### src/rtl/enm_fire_sched_if.sv
// Scheduler handshake bundle: game control / bullet block drive via master, enm_fire_sched sits on slave.
// Aim-priority inputs (reimux, enmx) exist only when AIMED_PRIO_EN is defined.
interface enm_fire_sched_if;
  logic        run;
  logic [3:0]  enm;
  logic [11:0] bullet_busy;
  logic [3:0]  launch_ack;
  logic [3:0]  fire;
  logic [1:0]  fire_id;
  logic        busy;
  logic [7:0]  volley_cnt;
`ifdef AIMED_PRIO_EN
  logic [9:0]  reimux;
  logic [39:0] enmx;

  modport master (output run, enm, bullet_busy, launch_ack, reimux, enmx,
                  input  fire, fire_id, busy, volley_cnt);
  modport slave  (input  run, enm, bullet_busy, launch_ack, reimux, enmx,
                  output fire, fire_id, busy, volley_cnt);
`else
  modport master (output run, enm, bullet_busy, launch_ack,
                  input  fire, fire_id, busy, volley_cnt);
  modport slave  (input  run, enm, bullet_busy, launch_ack,
                  output fire, fire_id, busy, volley_cnt);
`endif
endinterface

### src/rtl/enm_fire_sched.sv
// Enemy volley scheduler: round-robin grant with interval/cooldown pacing; fire held until ack or death; 2 cycles WAIT expiry -> fire.
// Optional AIMED_PRIO_EN: eligible enemies horizontally close to the player win arbitration (lowest index first).
module enm_fire_sched #(
  parameter int INTERVAL = 16,
  parameter int COOLDOWN = 48,
  parameter int CNT_W    = 8
`ifdef AIMED_PRIO_EN
  , parameter int AIM_WIN = 32
`endif
) (
  input logic             clk22,
  input logic             rst,
  enm_fire_sched_if.slave bus
);
  typedef enum logic [1:0] {IDLE, WAIT, ARB, FIRE} state_t;

  localparam logic [CNT_W-1:0] INT_LD = CNT_W'(INTERVAL - 1);
  localparam logic [CNT_W-1:0] CD_LD  = CNT_W'(COOLDOWN);

  state_t           state, state_nxt;
  logic [CNT_W-1:0] interval_q;
  logic [CNT_W-1:0] cooldown [4];
  logic [1:0]       rr_ptr;
  logic [1:0]       fire_id_q, id_nxt;
  logic [3:0]       fire_q, fire_nxt;
  logic             busy_q, busy_nxt;
  logic [7:0]       volley_q;
  logic [3:0]       elig;
  logic             arb_found;
  logic [1:0]       arb_id;
  logic             ack_hit;

  assign ack_hit = (state == FIRE) && bus.launch_ack[fire_id_q];

  always_comb begin
    for (int i = 0; i < 4; i++)
      elig[i] = bus.enm[i] & ~bus.bullet_busy[i] & ~bus.bullet_busy[i+4] &
                ~bus.bullet_busy[i+8] & (cooldown[i] == '0);
  end

`ifdef AIMED_PRIO_EN
  function automatic logic is_aimed(input logic [9:0] x, input logic [9:0] r);
    logic [10:0] a, b, d;
    a = {1'b0, x};
    b = {1'b0, r};
    d = (a >= b) ? (a - b) : (b - a);
    return d < 11'(AIM_WIN);
  endfunction
`endif

  // Scan from rr_ptr+4 down to rr_ptr+1 so the nearest candidate is written last and wins.
  always_comb begin
    arb_found = 1'b0;
    arb_id    = 2'd0;
    for (int k = 4; k >= 1; k--) begin
      if (elig[rr_ptr + 2'(k)]) begin
        arb_found = 1'b1;
        arb_id    = rr_ptr + 2'(k);
      end
    end
`ifdef AIMED_PRIO_EN
    for (int i = 3; i >= 0; i--) begin
      if (elig[i] && is_aimed(bus.enmx[10*i +: 10], bus.reimux)) begin
        arb_found = 1'b1;
        arb_id    = 2'(i);
      end
    end
`endif
  end

  always_ff @(posedge clk22) begin
    if (rst) state <= IDLE;
    else     state <= state_nxt;
  end

  always_comb begin
    state_nxt = state;
    case (state)
      IDLE: if (bus.run) state_nxt = WAIT;
      WAIT: if (interval_q == '0) state_nxt = ARB;
      ARB:  if (arb_found) state_nxt = FIRE;
      FIRE: begin
        if (ack_hit)                     state_nxt = WAIT;
        else if (!bus.enm[fire_id_q])    state_nxt = ARB;
      end
      default: state_nxt = IDLE;
    endcase
    if (!bus.run) state_nxt = IDLE;
  end

  always_comb begin
    id_nxt   = (state == ARB && arb_found) ? arb_id : fire_id_q;
    busy_nxt = (state_nxt == FIRE);
    fire_nxt = (state_nxt == FIRE) ? (4'b0001 << id_nxt) : 4'b0000;
  end

  always_ff @(posedge clk22) begin
    if (rst) begin
      fire_q     <= 4'b0000;
      fire_id_q  <= 2'd0;
      busy_q     <= 1'b0;
      volley_q   <= 8'd0;
      rr_ptr     <= 2'd3;
      interval_q <= '0;
      for (int i = 0; i < 4; i++) cooldown[i] <= '0;
    end else begin
      fire_q    <= fire_nxt;
      fire_id_q <= id_nxt;
      busy_q    <= busy_nxt;
      // Reload on every entry into WAIT, count down while there.
      if (state_nxt == WAIT && state != WAIT)
        interval_q <= INT_LD;
      else if (state == WAIT && interval_q != '0)
        interval_q <= interval_q - 1'b1;
      if (ack_hit) begin
        volley_q <= volley_q + 8'd1;
        rr_ptr   <= fire_id_q;
      end
      for (int i = 0; i < 4; i++) begin
        if (ack_hit && fire_id_q == 2'(i)) cooldown[i] <= CD_LD;
        else if (cooldown[i] != '0)       cooldown[i] <= cooldown[i] - 1'b1;
      end
    end
  end

  assign bus.fire       = fire_q;
  assign bus.fire_id    = fire_id_q;
  assign bus.busy       = busy_q;
  assign bus.volley_cnt = volley_q;
endmodule

### src/flat_wrapper.sv
// flat-port wrapper written by rule: the top's interface ports become plain ports
module enm_fire_sched_flat 
#(
  parameter int INTERVAL = 16,
  parameter int COOLDOWN = 48,
  parameter int CNT_W    = 8

)
  (clk22, rst, bus_run, bus_enm, bus_bullet_busy, bus_launch_ack, bus_fire, bus_fire_id, bus_busy, bus_volley_cnt);
  enm_fire_sched_if bus_i ();
  input logic clk22;
  input logic rst;
  input wire logic [$bits(bus_i.run)-1:0] bus_run;
  input wire logic [$bits(bus_i.enm)-1:0] bus_enm;
  input wire logic [$bits(bus_i.bullet_busy)-1:0] bus_bullet_busy;
  input wire logic [$bits(bus_i.launch_ack)-1:0] bus_launch_ack;
  output wire logic [$bits(bus_i.fire)-1:0] bus_fire;
  output wire logic [$bits(bus_i.fire_id)-1:0] bus_fire_id;
  output wire logic [$bits(bus_i.busy)-1:0] bus_busy;
  output wire logic [$bits(bus_i.volley_cnt)-1:0] bus_volley_cnt;
  assign bus_i.run = bus_run;
  assign bus_i.enm = bus_enm;
  assign bus_i.bullet_busy = bus_bullet_busy;
  assign bus_i.launch_ack = bus_launch_ack;
  assign bus_fire = bus_i.fire;
  assign bus_fire_id = bus_i.fire_id;
  assign bus_busy = bus_i.busy;
  assign bus_volley_cnt = bus_i.volley_cnt;
  enm_fire_sched #(.INTERVAL(INTERVAL), .COOLDOWN(COOLDOWN), .CNT_W(CNT_W)) u_core (.clk22(clk22), .rst(rst), .bus(bus_i));
endmodule
### config.mk
export PLATFORM = sky130hd
export DESIGN_NAME = enm_fire_sched_flat
export DESIGN_NICKNAME = d
export VERILOG_FILES = /design/src/rtl/enm_fire_sched_if.sv /design/src/rtl/enm_fire_sched.sv /design/src/flat_wrapper.sv
export SDC_FILE = /design/constraint.sdc
export NUM_CORES = 1
export LEC_CHECK = 0
export BUFFER_PORTS_ARGS = -buffer_cell sky130_fd_sc_hd__buf_2
export CAP_MARGIN = 15
export CORE_MARGIN = 2
export CORE_UTILIZATION = 45
export DETAILED_ROUTE_END_ITERATION = 12
export GPL_TIMING_DRIVEN = 0
export PLACE_DENSITY = 0.72
export SLEW_MARGIN = 10
export SYNTH_ARGS = -nofsm -noshare
export SYNTH_HDL_FRONTEND = slang
export SYNTH_SLANG_ARGS = --single-unit
### constraint.sdc
create_clock -name clk22 -period 5.3 [get_ports clk22]
set_clock_uncertainty 0.15 [all_clocks]
set_input_delay 0.265 -clock clk22 [delete_from_list [all_inputs] [get_ports clk22]]
set_output_delay 0.265 -clock clk22 [all_outputs]
set_load 0.005 [all_outputs]
Word level (Yosys, flattened, before mapping)
Memory sizes are Yosys's and may differ from the RTL's.
Cells that the tools add are included.
{"block": "totals", "out_inout_bits": 15, "word_cells": 160, "inputBits": 23, "n_memories": 1, "register_bits": 27, "ram_bits": 32}
{"block": "op_classes", "shift": 1, "add_sub_neg": 9, "bitwise": 37, "muxes": 67, "magnitude_cmp": 5, "eq_ne": 9, "reduce_logical": 23}
{"name": "u_core.cooldown", "words": 4, "word_bits": 8, "read_ports": 4, "rd_ports_with_merged_regs": 0, "wr": 4, "line_no": "enm_fire_sched.sv:22", "source": "logic [CNT_W-1:0] cooldown [4];"}
{"cell": "8-bit 2-to-1 mux", "count": 8}
{"cell": "8-bit zero test", "count": 5}
{"cell": "1-bit 2-to-1 mux", "count": 40}
{"cell": "8-bit nonzero test", "count": 5}
{"cell": "8-bit by 1-bit subtractor with 8-bit output, second input constant", "count": 5}
{"cell": "2-bit 2-to-1 mux", "count": 10}
{"cell": "1-bit bitwise AND", "count": 16}
{"cell": "2-bit by 3-bit less-than comparator with 1-bit output, second input constant", "count": 5}
{"cell": "1-bit inverter", "count": 13}
{"cell": "1-bit binary-select mux with 2-bit select", "count": 6}
{"cell": "2-bit equality test, second input constant", "count": 5}
{"cell": "8-bit by 1-bit adder with 8-bit output, second input constant", "count": 1}
{"cell": "1-bit logical AND", "count": 8}
{"cell": "4-bit 2-to-1 mux", "count": 2}
{"cell": "1-bit OR", "count": 8}
{"cell": "2-bit case mux with 4 select lines", "count": 1}
{"cell": "2-bit by 1-bit equality test with 1-bit output, second input constant", "count": 3}
{"cell": "2-bit adder, second input constant", "count": 2}
{"cell": "2-bit zero test", "count": 2}
{"cell": "2-bit OR reduction", "count": 2}
{"cell": "1-bit by 2-bit left shift with 4-bit output, first input constant", "count": 1}
{"cell": "2-bit by 1-bit adder with 2-bit output, second input constant", "count": 1}
{"cell": "2-bit by 1-bit inequality test with 1-bit output, second input constant", "count": 1}
{"cell": "2-bit nonzero test", "count": 1}

Depth between registers and ports, before layout
{"block": "logic_depth", "ltp_word": 17, "mapped_depth": 8, "depth_no_buf": 8}

Worst setup path before layout
OpenSTA, ideal clock, no wires.
{"block": "synth_timing", "kind": "reg2reg", "startpoint": "reg u_core.fire_id_q[0] (netlist: u_core.bus.fire_id[0])", "endpoint": "mem u_core.cooldown[2][0] (netlist: u_core.cooldown[0][16]), enable pin", "t_required_ns": 4.856, "slack_ns": 2.932, "setup_ns": 0.294, "arrival_ns": 1.924, "period_less_slack_ns": 2.368, "path_stages_with_launch": 7, "n_path_buf": 2, "path_cell_list": "dfxtp_1 buf_6 mux4_2 and3_4 buf_6 and2_1 or3_1"}
{"element": "start: declaration", "line_no": "enm_fire_sched.sv:24", "source": "logic [1:0] fire_id_q, id_nxt;"}
{"element": "start signal: assignment", "line_no": "enm_fire_sched.sv:108", "source": "fire_id_q <= id_nxt;"}
{"element": "end: declaration", "line_no": "enm_fire_sched.sv:22"}

==> impl_metrics.prom <==
# TYPE chip_impl_metric gauge
chip_impl_metric{name="netlist_instances",unit=""} 328
chip_impl_metric{name="dr.pass1.iters",unit=""} 4
chip_impl_metric{name="critPathRequiredTime",unit="ns"} 5.41
chip_impl_metric{name="r2r.worst_path.cells",unit=""} 8
chip_impl_info{name="result_of_the_run",value="complete, no violations"} 1
chip_impl_info{name="cp-end-kind",value="flop"} 1
chip_impl_metric{name="leakage",unit="nW"} 1.51
chip_impl_metric{name="post_synth_and_or_nand_nor_area_fraction",unit=""} 0.269
chip_impl_metric{name="cts-htree-levels",unit=""} 3
chip_impl_metric{name="synth_cell_types",unit=""} 51
chip_impl_metric{name="initial_antenna_violation_count",unit=""} 0
chip_impl_info{name="combinational_family_with_the_most_area_after_synthesis",value="simple AND/OR/NAND/NOR gates"} 1
chip_impl_info{name="layout_commonest_cell",value="nor2_1"} 1
chip_impl_info{name="min-delay-start",value="bus_run"} 1
chip_impl_info{name="cts_tree",value="done"} 1
chip_impl_metric{name="synth_area",unit="um^2"} 3230
chip_impl_metric{name="clock_sink_count",unit=""} 59
chip_impl_info{name="postSynth.topFlopCell",value="edfxtp_1"} 1
chip_impl_info{name="mostFrequentLayoutCells",value="nor2_1, buf_2, edfxtp_1"} 1
chip_impl_metric{name="routabilityCongestion",unit=""} 0.882
chip_impl_metric{name="io_pins",unit=""} 38
chip_impl_metric{name="drv.max_cap_violation_count",unit=""} 0
chip_impl_metric{name="die_h",unit="um"} 88.7
chip_impl_metric{name="maximum_achievable_frequency",unit="MHz"} 371
chip_impl_metric{name="core_area",unit="um^2"} 6870
chip_impl_metric{name="final_min_period_over_clock_period",unit=""} 0.509
chip_impl_info{name="hold_path.class",value="in -> reg"} 1
chip_impl_metric{name="synth_seq_cells",unit=""} 59
chip_impl_info{name="start_kind",value="flop"} 1
chip_impl_metric{name="synthXorXnorAreaFrac",unit=""} 0.0949
chip_impl_metric{name="peakVddDrop",unit="mV"} 0.180
chip_impl_metric{name="maxSlewViolCount",unit=""} 0
chip_impl_metric{name="post_cts.repair.setup_buffers",unit=""} 0
chip_impl_metric{name="final_core_utilization",unit=""} 0.545
chip_impl_metric{name="ant_nets",unit=""} 0
chip_impl_metric{name="finalNetCount",unit=""} 410
chip_impl_metric{name="seq_area_frac_synth",unit=""} 0.465
chip_impl_metric{name="ys_async_sr_fraction",unit=""} 0
chip_impl_metric{name="clockBufferDepth",unit=""} 2
chip_impl_metric{name="layout-area-overhead-vs-synth",unit="%"} 15.9
chip_impl_metric{name="drt-vias-per-instance",unit=""} 5.22
chip_impl_metric{name="row_count",unit=""} 30
chip_impl_metric{name="post_synthesis_adder_cell_area_fraction",unit=""} 0.0426
chip_impl_metric{name="power.density",unit="nW/um^2"} 462
chip_impl_info{name="whs_endpoint",value="u_core.state[0]$_SDFF_PP0_"} 1
chip_impl_metric{name="clkTransAtPathRegs",unit="ns"} 0.07
chip_impl_metric{name="relSlewSlack",unit=""} 0.593
chip_impl_metric{name="dp_slack",unit="ns"} 2.71
chip_impl_metric{name="final_layout_size_suffix_gt1_frac",unit=""} 0.192
chip_impl_metric{name="number_of_remaining_drc_errors",unit=""} 0
chip_impl_metric{name="start_util",unit=""} 0.470
chip_impl_metric{name="finalWorstSetupSlack",unit="ns"} 2.60
chip_impl_metric{name="critical_path.max_fanout",unit=""} 5
chip_impl_info{name="cts_root_buffer",value="clkbuf_8"} 1
chip_impl_metric{name="edff_count_synth",unit=""} 32
chip_impl_metric{name="wirelength",unit="um"} 6350
chip_impl_metric{name="final.min_clock_period",unit="ns"} 2.70
chip_impl_info{name="class_of_the_most_critical_setup_path",value="reg -> reg"} 1
chip_impl_metric{name="postSynthNetCount",unit=""} 362
chip_impl_info{name="capture_instance_of_the_worst_register_to_register_path",value="u_core.bus.fire[2]$_SDFF_PP0_"} 1
chip_impl_metric{name="post-layout-total-power",unit="W"} 0.00173
chip_impl_metric{name="route.detailed.wl_per_inst",unit="um"} 13.3
chip_impl_metric{name="number_of_global_route_vias_before_repair",unit=""} 2378
chip_impl_metric{name="synth_compound_gate_area_share",unit=""} 0.0848
chip_impl_info{name="grt_setup_unrepaired",value="false"} 1
chip_impl_metric{name="cts_resized",unit=""} 0
chip_impl_metric{name="hold_path_depth",unit=""} 3
chip_impl_metric{name="register_to_register_setup_slack",unit="ns"} 2.60
chip_impl_metric{name="io_buffers",unit=""} 37
chip_impl_metric{name="detailroute.via_count",unit=""} 2490
chip_impl_metric{name="first_iter_violations",unit=""} 124
chip_impl_metric{name="grt_use_total",unit=""} 0.180
chip_impl_metric{name="overflow",unit=""} 0
chip_impl_metric{name="worstSkewPairLatency",unit="ns"} 0.34
chip_impl_metric{name="cp.arrival",unit="ns"} 2.81
chip_impl_metric{name="die_width",unit="um"} 88.7
chip_impl_metric{name="dp_hpwl",unit="um"} 4710
chip_impl_metric{name="number_of_buffers_created_by_cts",unit=""} 9
chip_impl_metric{name="synth_warnings",unit=""} 0
chip_impl_info{name="critical_path.reg2reg.startpoint",value="u_core.cooldown[0][24]$_SDFFCE_PN0P_"} 1
chip_impl_metric{name="antenna_cells",unit=""} 0
chip_impl_metric{name="hold_ws",unit="ns"} 0.0701
chip_impl_metric{name="actual_slew_at_the_worst_max_slew_pin",unit="ns"} 0.602
chip_impl_metric{name="finalSetupTns",unit="ns"} 0
chip_impl_metric{name="share_of_synthesized_area_spent_on_multiplexers",unit=""} 0.0139
chip_impl_metric{name="final_hold_viol_count",unit=""} 0
chip_impl_metric{name="report.final.setup_viol",unit=""} 0
chip_impl_metric{name="grt_pass1_wl",unit="um"} 10800
chip_impl_metric{name="syn-mean-instance-area",unit="um^2"} 9.85
chip_impl_metric{name="total_die_area",unit="um^2"} 7880
chip_impl_metric{name="cts-hold-fix-buffers",unit=""} 0
chip_impl_metric{name="pin_count_of_the_biggest_net_entering_global_routing",unit=""} 12
## flip-flops by register name, indices dropped and copies added, names as in the netlist
name,cells
u_core.cooldown,32
u_core.bus.volley_cnt,8
u_core.interval_q,8
u_core.bus.fire,4
u_core.bus.fire_id,2
u_core.rr_ptr,2
u_core.state,2
u_core.bus.busy,1
## Yosys cell counts, types with 2 or more instances
cell	instances	area share
nor3_1	2	0.0031
edfxtp_1	32	0.30
nor4b_1	7	0.019
and2_1	4	0.0077
mux4_2	2	0.014
nand2b_1	5	0.0097
xnor2_1	20	0.054
nor4_1	6	0.012
or3_1	5	0.0097
nor2b_1	5	0.0097
nand3_1	12	0.019
nand3b_1	4	0.0093
nor3b_1	3	0.0070
a21oi_1	20	0.031
nor2_1	51	0.059
buf_2	2	0.0031
nor4_4	4	0.026
clkbuf_1	3	0.0035
nand4_1	4	0.0077
and4_1	2	0.0054
ha_1	11	0.043
nand2_1	31	0.036
inv_1	14	0.016
buf_6	2	0.0070
dfxtp_1	27	0.17
o21ai_0	3	0.0046
nor2_2	5	0.0097
xor2_1	15	0.041
and3_1	3	0.0058
o31ai_1	3	0.0070
## cells by family after synthesis
kind of cell,count (synthesis)
simple gates,158
mux,2
fa+ha+maj,11
compound gates,42
flops,59
buf+inv,21
xor+xnor,35
## metrics by stage
stage | instance area, um^2 | instances
detailed placement | 3540 | 461
finish | 3740 | 477
global placement | 3540 | 461
global route | 3740 | 477
CTS | 3740 | 477
floorplan | 3230 | 328
## routing by layer
metal | routed length (um) | GRT usage
met1 | 3050 | 0.232
met4 | 171 | 0.0799
met2 | 2850 | 0.284
met5 | 0 | 0
met3 | 269 | 0.0457
## power by group
group	switching [W]	internal, W	total [W]
Sequential	0.000114	0.000636	0.000751
Clock	0.000176	0.000238	0.000414
Combinational	0.000312	0.000255	0.000567
Total	0.000603	0.00113	0.00173
## layout make-up
| class | count | area (um^2) |
|---|---|---|
| inverter | 14 | 52.6 |
| timing repair buffer | 37 | 185 |
| clock buffer | 13 | 191 |
| clock inverter | 3 | 16.3 |
| sequential | 59 | 1500 |
| buffer | 7 | 43.8 |
| fill | 622 | 3120 |
| tap | 96 | 120 |
| multi-input combinational | 248 | 1630 |
## critical path: stages (launching register included)
cell      delay (ns)
edfxtp_1        0.42
inv_1           0.13
ha_1            0.15
nor3b_1         0.48
and3_1          0.31
nand2b_1        0.09
a31oi_1         0.35
or3b_1          0.38
a21oi_1         0.17
## how the worst max path moves through the flow
stage	from	end	slack, ns	cells after the start
final	u_core.cooldown[0][24]$_SDFFCE_PN0P_	u_core.bus.fire[2]$_SDFF_PP0_	2.60	8
after global routing	u_core.cooldown[0][24]$_SDFFCE_PN0P_	u_core.bus.fire[2]$_SDFF_PP0_	2.42	8
after CTS	u_core.cooldown[0][24]$_SDFFCE_PN0P_	u_core.bus.fire[2]$_SDFF_PP0_	2.70	8
after detailed placement	u_core.cooldown[0][24]$_SDFFCE_PN0P_	u_core.bus.fire[2]$_SDFF_PP0_	2.71	8
after global placement	u_core.cooldown[0][24]$_SDFFCE_PN0P_	u_core.bus.fire[2]$_SDFF_PP0_	2.75	8
after floorplan	u_core.bus.fire_id[0]$_SDFF_PP0_	u_core.cooldown[0][16]$_SDFFCE_PN0P_	2.93	6
Power figures use the tool's default switching activity.
